==> src/rtl/alu_div.sv <==
// RV32M divide unit: DIV/DIVU/REM/REMU as a radix-2 restoring divider that
// produces one quotient bit per clock, with single-edge handling of the divide-by-zero and overflow cases.
module alu_div #(
   parameter int WIDTH = 32
) (
   input  logic             clk,
   input  logic             rst,
   input  logic             start,
   input  logic             flush,
   input  logic [5:0]       alucode,
   input  logic [WIDTH-1:0] op1,
   input  logic [WIDTH-1:0] op2,
   output logic             busy,
   output logic             result_valid,
   output logic [WIDTH-1:0] alu_result
);

   localparam logic [5:0] ALU_DIV  = 6'd20;
   localparam logic [5:0] ALU_DIVU = 6'd21;
   localparam logic [5:0] ALU_REM  = 6'd22;
   localparam logic [5:0] ALU_REMU = 6'd23;

   localparam logic [1:0] IDLE = 2'd0;
   localparam logic [1:0] CALC = 2'd1;
   localparam logic [1:0] DONE = 2'd2;

   logic [1:0]       state_reg;
   logic [4:0]       cnt_reg;
   logic [WIDTH-1:0] dvd_reg;
   logic [WIDTH-1:0] dsr_reg;
   logic [WIDTH-1:0] rem_reg;
   logic [WIDTH-1:0] quo_reg;
   logic             q_neg_reg;
   logic             r_neg_reg;
   logic             want_rem_reg;
   logic             valid_reg;
   logic [WIDTH-1:0] result_reg;

   logic             is_div_op;
   logic             is_signed;
   logic             is_rem;
   logic             div_by_zero;
   logic             overflow;
   logic [WIDTH-1:0] op1_abs;
   logic [WIDTH-1:0] op2_abs;
   logic [WIDTH:0]   rem_shift;
   logic [WIDTH:0]   rem_diff;
   logic [WIDTH-1:0] quo_final;
   logic [WIDTH-1:0] rem_final;

   always_comb begin
      is_div_op   = (alucode == ALU_DIV) || (alucode == ALU_DIVU) ||
                    (alucode == ALU_REM) || (alucode == ALU_REMU);
      is_signed   = (alucode == ALU_DIV) || (alucode == ALU_REM);
      is_rem      = (alucode == ALU_REM) || (alucode == ALU_REMU);
      div_by_zero = (op2 == '0);
      overflow    = is_signed && (op1 == {1'b1, {(WIDTH-1){1'b0}}}) && (op2 == '1);
      // The most negative value negates to itself, which is its correct unsigned magnitude.
      op1_abs     = (is_signed && op1[WIDTH-1]) ? -op1 : op1;
      op2_abs     = (is_signed && op2[WIDTH-1]) ? -op2 : op2;
      // 33-bit step so that divisors >= 2^31 still compare correctly.
      rem_shift   = {rem_reg, dvd_reg[WIDTH-1]};
      rem_diff    = rem_shift - {1'b0, dsr_reg};
      quo_final   = q_neg_reg ? -quo_reg : quo_reg;
      rem_final   = r_neg_reg ? -rem_reg : rem_reg;
   end

   always_ff @(posedge clk) begin
      if (rst) begin
         state_reg    <= IDLE;
         cnt_reg      <= '0;
         dvd_reg      <= '0;
         dsr_reg      <= '0;
         rem_reg      <= '0;
         quo_reg      <= '0;
         q_neg_reg    <= 1'b0;
         r_neg_reg    <= 1'b0;
         want_rem_reg <= 1'b0;
         valid_reg    <= 1'b0;
         result_reg   <= '0;
      end else begin
         valid_reg <= 1'b0;
         case (state_reg)
            IDLE: begin
               if (start && !flush && is_div_op) begin
                  want_rem_reg <= is_rem;
                  cnt_reg      <= 5'd31;
                  if (div_by_zero) begin
                     quo_reg   <= '1;
                     rem_reg   <= op1;
                     q_neg_reg <= 1'b0;
                     r_neg_reg <= 1'b0;
                     state_reg <= DONE;
                  end else if (overflow) begin
                     quo_reg   <= {1'b1, {(WIDTH-1){1'b0}}};
                     rem_reg   <= '0;
                     q_neg_reg <= 1'b0;
                     r_neg_reg <= 1'b0;
                     state_reg <= DONE;
                  end else begin
                     dvd_reg   <= op1_abs;
                     dsr_reg   <= op2_abs;
                     rem_reg   <= '0;
                     quo_reg   <= '0;
                     q_neg_reg <= is_signed && (op1[WIDTH-1] ^ op2[WIDTH-1]);
                     r_neg_reg <= is_signed && op1[WIDTH-1];
                     state_reg <= CALC;
                  end
               end
            end
            CALC: begin
               if (flush) begin
                  state_reg <= IDLE;
               end else begin
                  // Negative difference means the divisor did not fit: keep the shifted value.
                  rem_reg <= rem_diff[WIDTH] ? rem_shift[WIDTH-1:0] : rem_diff[WIDTH-1:0];
                  quo_reg <= {quo_reg[WIDTH-2:0], ~rem_diff[WIDTH]};
                  dvd_reg <= {dvd_reg[WIDTH-2:0], 1'b0};
                  if (cnt_reg == 5'd0) state_reg <= DONE;
                  else                 cnt_reg   <= cnt_reg - 5'd1;
               end
            end
            DONE: begin
               if (flush) begin
                  state_reg <= IDLE;
               end else begin
                  result_reg <= want_rem_reg ? rem_final : quo_final;
                  valid_reg  <= 1'b1;
                  state_reg  <= IDLE;
               end
            end
            default: state_reg <= IDLE;
         endcase
      end
   end

   assign busy         = (state_reg != IDLE);
   assign result_valid = valid_reg;
   assign alu_result   = result_reg;

endmodule

==> config.mk <==
export PLATFORM = sky130hd
export DESIGN_NAME = alu_div
export DESIGN_NICKNAME = d
export VERILOG_FILES = /design/src/rtl/alu_div.sv
export SDC_FILE = /design/constraint.sdc
export NUM_CORES = 1
export LEC_CHECK = 0
export CAP_MARGIN = 10
export CORE_ASPECT_RATIO = 1.1
export CORE_MARGIN = 1.5
export CORE_UTILIZATION = 51
export DETAILED_ROUTE_END_ITERATION = 8
export PLACE_DENSITY = 0.82
export SYNTH_ARGS = -nofsm -noshare
export SYNTH_HDL_FRONTEND = slang
export SYNTH_SLANG_ARGS = --single-unit
==> constraint.sdc <==
create_clock -name clk -period 6.8 [get_ports clk]
set_input_delay 1.7 -clock clk [delete_from_list [all_inputs] [get_ports clk]]
set_output_delay 1.7 -clock clk [all_outputs]
set_load 0.01 [all_outputs]
==> results.md <==
- Vias: 12483
- Async SR Flop Fraction: 0
- Setup slack after layout: 1.66 ns
- Power Internal: approximately 1.9 mW
- Clock power frac: 0.426
- Via-per-instance ratio: approximately 6.4
- Number of port buffers: 107
- M1 WL: 14.6 mm
- Setup WS pre-CTS: about 1.3 ns
- Met2 layer wire length in the routed design: ~18 mm
- Synthesized netlist cell count: 1599
- Wire per inst: ~19 um
- Worst Hold Class: reg2reg
- Internal reg-to-reg setup slack: about 3.0 ns
- Synth Net Count: about 1700
- Sequential-to-total area share from yosys stat: 0.286
- Synth Flop Type: dfxtp_1
- Sequential Area: 3420 um^2
- Synth top area cells: dfxtp_1 29%, a21oi_1 5.8%, nand2_1 5.7%
- Worst hold slack: around 0.44 ns
- Achievable Freq: roughly 190 MHz
- Final Critical Period: around 5.1 ns
- Critical Path Sink: dvd_reg[31]$_SDFFE_PP0P_
- Initial cell density of the core: 0.522
- CTS tree: done
- Share of layout cells above drive strength 1: 0.0517
- Layout fillers: ~2100
- Max FO, Critical Path: 34
- Peak supply drop: between 0.1 and 0.15 mV
- Die Y: between 150 and 200 um
- Clk buf depth: 2
- 1st-pass router iterations: 5
- Worst r2r path cells: 11
- Largest net degree at the start of global routing: 91
- Crit. Startpoint: op1[0]
- Least-Margin Pin Slew: 1.06 ns
- # DRC: 0
- Die Wd: ~150 um
- Total gr overflow: 0
- Post-synth top area cell: dfxtp_1
- Part of the power in registers: 0.394
- Sinks on Clock Net: 171
- Mean area per synthesized cell: 7.49 um^2
- Post-synth EDFFs: 0
- Top cells by count, synth: 182 x nand2_1, 171 x dfxtp_1, 163 x nor2_1, 139 x a21oi_1, 89 x clkbuf_1
- Synth unique cells: 65
- Critical path arrival: 5.47 ns
- Setup Buffers After CTS: 0
- DP Wirelength: between 20 and 30 mm
- Root Buffer Master: clkbuf_16
- Vias in the first global route: about 12000
- Final setup fails: 0
- Syn Std Cell Area: around 12000 um^2
- # nets final: approximately 1700
- Final cell count without fillers: just under 2000
- Unrepaired setup endpoints after global routing: false
- CP Launch Type: primary input
- CP required: between 7 and 8 ns
- Synth top area share: 0.286
- RR Endpoint: rem_reg[4]$_SDFFE_PP0P_
- Most common cell in the netlist: nand2_1
- # hold bufs at CTS: 0
- CTS buffer count: 17
- Initial DRC Count: about 1000
- Final Cycle Share: 0.756
- Placed Cells incl. Taps: about 1900
- P_leak: slightly below 5 nW
- Area of the core: about 23000 um^2
- Die Area: about 24000 um^2
- CP endpoint kind: register
- Comb pwr share: 0.180
- Final antenna-violating net count: 0
- Uppermost routed layer: met4
- First-pass GRT wire length: 59.2 mm
- FP Rows: 58
- Slew Limit Fails: 0
- Clock skew: about 0.0082 ns
- Critical path class: in2reg
- Register bit count reported by yosys: 171
- Met3 wire len: 2.60 mm
- Post-CTS resize count: 0
- Routed WL: around 37 mm
- Reg clk slew, reported paths: 0.07 ns
- Initial antenna violation count: 0
- R2R Path Start: rem_reg[0]$_SDFFE_PP0P_
- Htree depth: 4
- Skew-Pair Late Insertion Delay: approximately 0.44 ns
- Total track usage: 0.306
- Synthesis-to-layout area growth: 15.5%
- Slew headroom: 0.290
- Combined area of the multi-input logic cells: 7940 um^2
- Switch share: 0.286
- Ant diodes: 0
- Sw Pwr: around 0.75 mW
- Final hold viol count: 0
- IO Pins: between 100 and 150
- Max-cap violations: 0
- Setup TNS: 0 ns
- GPL Wtd Cong: 0.976
- Yosys warns: 0
- Status: finished clean
- Power density cells: about 190 nW/um^2
## routing by layer
layer | vias to the layer above | track usage
met2 | 529 | 0.516
met1 | 5912 | 0.361
met5 | - | 0
met3 | 164 | 0.0553
li1 | 5878 | -
met4 | 0 | 0.185
## stage by stage
| step | instance area [um^2] | utilization | total power [mW] |
|---|---|---|---|
| 3_3_place_gp | 13200 | 0.574 | 1.51 |
| 4_1_cts | 13800 | 0.603 | 2.62 |
| 3_5_place_dp | 13200 | 0.574 | 1.51 |
| 5_1_grt | 13800 | 0.603 | 2.70 |
| 2_1_floorplan | 12000 | - | 1.36 |
| 6_report | 13800 | 0.603 | 2.62 |
## worst min-delay path by stage
stage / startpoint / endpoint / cells past startpoint
finish: alu_result[23]$_SDFFE_PP0P_ / alu_result[23]$_SDFFE_PP0P_ / 2
global route: dvd_reg[12]$_SDFFE_PP0P_ / dvd_reg[12]$_SDFFE_PP0P_ / 2
CTS: alu_result[23]$_SDFFE_PP0P_ / alu_result[23]$_SDFFE_PP0P_ / 2
detailed placement: alu_result[23]$_SDFFE_PP0P_ / alu_result[23]$_SDFFE_PP0P_ / 2
global placement: alu_result[23]$_SDFFE_PP0P_ / alu_result[23]$_SDFFE_PP0P_ / 2
floorplan: dvd_reg[0]$_SDFFE_PP0P_ / dvd_reg[0]$_SDFFE_PP0P_ / 2
## worst max-delay path, stage by stage
cell	delay [ns]
clkdlybuf4s50_1	0.58
inv_1	0.13
ha_1	0.16
or3b_2	0.49
nor4_1	0.21
buf_4	0.20
nand4_1	0.24
o21ai_1	0.80
nand2_1	0.13
nand2_1	0.10
buf_4	0.35
a31oi_1	0.08
a221oi_1	0.30
## cell type report
class / instances / share of cell area
clock buffer: 19 / 0.0313
clock inverter: 13 / 0.0167
inverter: 61 / 0.0165
multi-input combinational: 1257 / 0.573
sequential: 171 / 0.247
tap: 300 / 0.0271
timing repair buffer: 124 / 0.0873
## layout by cell type, fill, tap and decap left out, types with 6 or more instances in the layout
| master | n |
|---|---|
| nand2b_1 | 6 |
| mux2_2 | 12 |
| or2_2 | 6 |
| or3_1 | 14 |
| a311oi_1 | 15 |
| a211oi_1 | 82 |
| xor2_1 | 77 |
| o21ai_0 | 60 |
| nor4_1 | 13 |
| nand3b_1 | 6 |
| nor2_1 | 161 |
| inv_1 | 61 |
| nand4_1 | 18 |
| o211ai_1 | 48 |
| nand2_1 | 181 |
| a21o_1 | 14 |
| buf_4 | 17 |
| or4_1 | 17 |
| clkbuf_16 | 17 |
| nor3_1 | 69 |
| o31ai_1 | 33 |
| a21oi_1 | 138 |
| xnor2_1 | 55 |
| ha_1 | 39 |
| nand3_1 | 32 |
| o41ai_1 | 16 |
| mux2i_1 | 22 |
| dfxtp_1 | 170 |
| a22o_1 | 9 |
| a31oi_1 | 14 |
| clkdlybuf4s50_1 | 106 |
| and2_1 | 16 |
## power by group through the flow
stage / logic (mW) / clock network, mW / registers (mW)
finish: 0.471 / 1.11 / 1.03
global route: 0.507 / 1.17 / 1.03
CTS: 0.463 / 1.12 / 1.03
detailed placement: 0.459 / 0 / 1.05
global placement: 0.454 / 0 / 1.05
floorplan: 0.314 / 0 / 1.04
## logic make-up after synthesis
group                    share of synthesized area
AO/OA/AOI/OAI                                0.267
buffers and inverters                       0.0548
XOR/XNOR                                    0.0965
adder cells (fa/ha/maj)                     0.0424
flip-flops                                   0.286
multiplexers                                0.0297
AND/OR/NAND/NOR                              0.224
Note: power is estimated with default switching activity, not from simulation.
